**src/rtl/exec_sequencer.sv**
```systemverilog
// rtl/exec_sequencer.sv - instruction sequencer: program counter, multi-cycle stall, halt and watchdog
`timescale 1ns/1ps
module exec_sequencer #(
  parameter int INSTR_BIT = 6,
  parameter int MAX_INSTR = 1000
) (
  input  logic                 CLK,
  input  logic                 RST,
  input  logic                 St,
  input  logic                 jump,
  input  logic                 PC_src,
  input  logic [INSTR_BIT-1:0] jump_addr,
  input  logic                 halt,
  input  logic [2:0]           lat,
  output logic [INSTR_BIT-1:0] pc,
  output logic                 wr_en,
  output logic                 busy,
  output logic                 done,
  output logic                 err,
  output logic [15:0]          instr_cnt
);

  typedef enum logic [1:0] {IDLE, RUN, STALL, HALT} state_t;

  localparam logic [31:0] MAX_U = 32'(MAX_INSTR);

  state_t               state, state_nx;
  logic [INSTR_BIT-1:0] pc_nx, br_addr, br_addr_nx, target;
  logic                 br_take, br_take_nx, take;
  logic [2:0]           stall_cnt, stall_cnt_nx;
  logic [15:0]          cnt_nx, cnt_inc;
  logic                 err_nx, retire, wd_hit;

  always_comb begin
    state_nx     = state;
    pc_nx        = pc;
    cnt_nx       = instr_cnt;
    stall_cnt_nx = stall_cnt;
    br_take_nx   = br_take;
    br_addr_nx   = br_addr;
    err_nx       = err;
    retire       = 1'b0;
    take         = PC_src & jump;
    target       = jump_addr;
    cnt_inc      = (instr_cnt == 16'hFFFF) ? instr_cnt : instr_cnt + 16'd1;
    wd_hit       = (32'(instr_cnt) + 32'd1) == MAX_U;

    case (state)
      IDLE, HALT: begin
        if (St) begin
          state_nx     = RUN;
          pc_nx        = '0;
          cnt_nx       = '0;
          stall_cnt_nx = '0;
          err_nx       = 1'b0;
        end
      end
      RUN: begin
        if (halt) begin
          state_nx = HALT;
        end else if (lat == 3'd0) begin
          retire = 1'b1;
        end else begin
          // Branch decision is captured now; decoder inputs are ignored while stalled
          stall_cnt_nx = lat;
          br_take_nx   = PC_src & jump;
          br_addr_nx   = jump_addr;
          state_nx     = STALL;
        end
      end
      STALL: begin
        take   = br_take;
        target = br_addr;
        if (stall_cnt == 3'd1) retire = 1'b1;
        else stall_cnt_nx = stall_cnt - 3'd1;
      end
      default: state_nx = IDLE;
    endcase

    if (retire) begin
      pc_nx        = take ? target : pc + 1'b1;
      cnt_nx       = cnt_inc;
      stall_cnt_nx = '0;
      state_nx     = wd_hit ? HALT : RUN;
      err_nx       = err | wd_hit;
    end

    wr_en = retire & ~RST;
  end

  always_ff @(posedge CLK) begin
    if (RST) begin
      state     <= IDLE;
      pc        <= '0;
      instr_cnt <= '0;
      stall_cnt <= '0;
      br_take   <= 1'b0;
      br_addr   <= '0;
      err       <= 1'b0;
    end else begin
      state     <= state_nx;
      pc        <= pc_nx;
      instr_cnt <= cnt_nx;
      stall_cnt <= stall_cnt_nx;
      br_take   <= br_take_nx;
      br_addr   <= br_addr_nx;
      err       <= err_nx;
    end
  end

  assign busy = (state == RUN) || (state == STALL);
  assign done = (state == HALT);

endmodule
```
**config.mk**
```make
export PLATFORM = sky130hd
export DESIGN_NAME = exec_sequencer
export DESIGN_NICKNAME = d
export VERILOG_FILES = /design/src/rtl/exec_sequencer.sv
export SDC_FILE = /design/constraint.sdc
export NUM_CORES = 1
export LEC_CHECK = 0
export CORE_ASPECT_RATIO = 0.8
export CORE_MARGIN = 3
export CORE_UTILIZATION = 52
export CTS_BUF_LIST = sky130_fd_sc_hd__clkbuf_16
export CTS_CLUSTER_DIAMETER = 30
export DETAILED_ROUTE_END_ITERATION = 8
export PLACE_DENSITY = 0.8
export SYNTH_ARGS = -nofsm -noshare
export SYNTH_HDL_FRONTEND = slang
export SYNTH_SLANG_ARGS = --single-unit
```
**constraint.sdc**
```tcl
create_clock -name CLK -period 2.4 [get_ports CLK]
set_clock_uncertainty 0.1 [all_clocks]
set_input_delay 0.48 -clock CLK [delete_from_list [all_inputs] [get_ports CLK]]
set_output_delay 0.48 -clock CLK [all_outputs]
set_load 0.03 [all_outputs]
```
==> flow_summary.toml <==
[outcome]
status = "finished, final reports clean"

[logic_synthesis]
synth-async-reset-ratio_pct = 0
yosys_warnings = 0
synth_ff_type = "dfxtp_1"
syn-num-nets = 281
avgSynthCellArea_sq_um = 8.16
synth-seq-area-share_pct = 33.2
netlist_instances = 259
synth_edf_count = 0
synth_seq_cells = 35
syn_area_sq_um = 2110
yosysUniqueCellTypes = 52

[clock_network]
clkLatencyLatePin_ps = 280
root_buffer = "clkbuf_16"
cts_max_level = 2
cts_max_path_buffers = 2
cts_sinks = 35
clk_pin_slew_ps = 60
cts_tree = "yes"
cts_buffers = 5

[placed_design]
gp_congestion = 0.835
dp_hpwl_um = 4110
port_buffers = 40

[finish]
layout_common_cells = "37 x buf_4, 35 x clkdlybuf4s50_1, 33 x dfxtp_1"
utilization_pct = 78.8
num_antenna_cells = 0
layout-drive-gt1-share_pct = 19.9
seqCellArea_sq_um = 703
n_fill_cell = 284
mostFrequentLayoutCell = "buf_4"
syn_to_final_growth_pct = 43.7
fin_nets = 353
multi_input_area_sq_um = 1330

[floorplan]
ios = 41
core_sq_um = 3850
die_h_um = 63.0
die_w_um = 77.3
dieArea_sq_um = 4870
rows = 20
start_util_pct = 54.8

[routing]
drcViolationCount = 0
drtPass1Iterations = 6
wl_um = 6190
wl_per_cell_um = 16.0
viasPerCell = 6.10
ant_nets = 0
drtIter0Drc = 174
dr_total_vias = 2359

[timing]
drv_slew = 0
setup_viol = 0
hold_violations = 0
max_freq_ghz = 0.423
slew_headroom_pct = 48.2
period_share_pct = 98.5
fin_crit_ps = 2360
worstMarginPinSlew_ps = 774

[global_route]
use_met3_pct = 4.76
antenna_found_initial = 0
grt_pass1_wl_um = 10400
grt_max_degree = 28
grt_pass1_vias = 2263
grt.busiest_layer = "met2"
grt_usage_pct = 26.1
grt_util_met2_pct = 43.2
use_met1_pct = 33.2
grt-ovfl-total = 0

[worst_hold_path]
hp-class = "register to register"

[job]
maxCapViolations = 0

[power_and_ir_drop]
p_leak_uw = 0.00109
ir_drop_v = 0.000450
fin_total_pwr_uw = 2300
power_density_nw_per_um2 = 757

[setup_path]
required_ps = 1820
startpoint_type = "input port"
crit_arrival_ps = 1780
cp_max_fo = 2
critPathKind = "input port to output port"
cp-end-kind = "output port"
## worst max-delay path: stages
cell,delay (ps)
dlygate4sd2_1,240
or3_4,390
o21a_1,220
nor2_2,140
nand2_1,100
inv_2,80
buf_6,130
## metal layers
metal  routed length [um]  part of all wire (%)
met5                    0                     0
met4                   82                   1.3
met3                  399                   6.4
met2                 2960                    48
met1                 2750                    44
## final timing paths
path / start / endpoint / slack (ps) / depth (start not counted)
max: lat[2] / wr_en / 40 / 7
min: err$_SDFFE_PP0P_ / err$_SDFFE_PP0P_ / 380 / 2
max reg2reg: state[0]$_SDFFE_PP0P_ / state[0]$_SDFFE_PP0P_ / 130 / 13
min reg2reg: err$_SDFFE_PP0P_ / err$_SDFFE_PP0P_ / 380 / 2
## cell usage after synthesis, types with 3 or more instances
master	number	area [sq um]
nand3b_1	3	22.5
xnor2_1	4	35.0
a31oi_1	13	81.3
nand3_1	25	125
a2bb2oi_1	3	26.3
nand2_1	17	63.8
nand2b_1	3	18.8
a22oi_1	3	22.5
a311oi_1	5	43.8
mux2_2	3	33.8
a21oi_1	14	70.1
or3_1	8	50.1
clkbuf_1	7	26.3
nor3_1	11	55.1
a211oi_1	3	22.5
inv_1	13	48.8
nor4_1	3	18.8
nor2_1	16	60.1
o21ai_0	10	50.1
o22ai_1	4	25.0
nand4_1	5	31.3
mux2i_1	9	90.1
ha_1	7	87.6
dfxtp_1	35	701
## final cells by class
cell class | instances | area share [%]
multi-input cells | 198 | 43.6
flip-flops and latches | 35 | 23.2
repair buffers | 78 | 23.0
clock buffers | 5 | 4.12
well taps | 55 | 2.27
clock inverters | 3 | 2.22
inverters | 13 | 1.61
## registers in the layout, summed over array words and instances, names as in the netlist
name / cells
err: 1
br_addr: 6
pc: 6
state: 2
stall_cnt: 3
instr_cnt: 16
br_take: 1
## cell families after synthesis
logic type / synth area share, %
compound gates: 22.1
simple gates: 26.8
buf+inv: 5.45
mux: 5.86
xor+xnor: 2.49
fa+ha+maj: 4.14
flops: 33.2
## what timing repair did
item / CTS / global route
pin swaps: 4 / 0
hold buffers: 0 / 0
gates cloned: 0 / 0
setup buffers: 7 / 0
resized for setup: 6 / 5
setup endpoints to repair: 1 / 5
## metrics by stage
stage          TNS (ps)  hold WS (ps)  area, sq um  instances  worst slack (ps)
3_3_place_gp       -707           368         2760        372              -142
6_report              0           384         3040        387              36.4
5_1_grt          -0.791           412         3040        387            -0.791
3_5_place_dp      -1520           376         2760        372              -197
4_1_cts               0           384         3010        387              16.8
2_1_floorplan         0           354         2120        259              21.0
## where the power goes
group	internal, uW	switching, uW	leakage, uW
clock	595	257	0.0000900
combinational	340	446	0.000713
sequential	623	38.6	0.000284
total	1560	742	0.00109
Power figures use the tool's default switching activity.
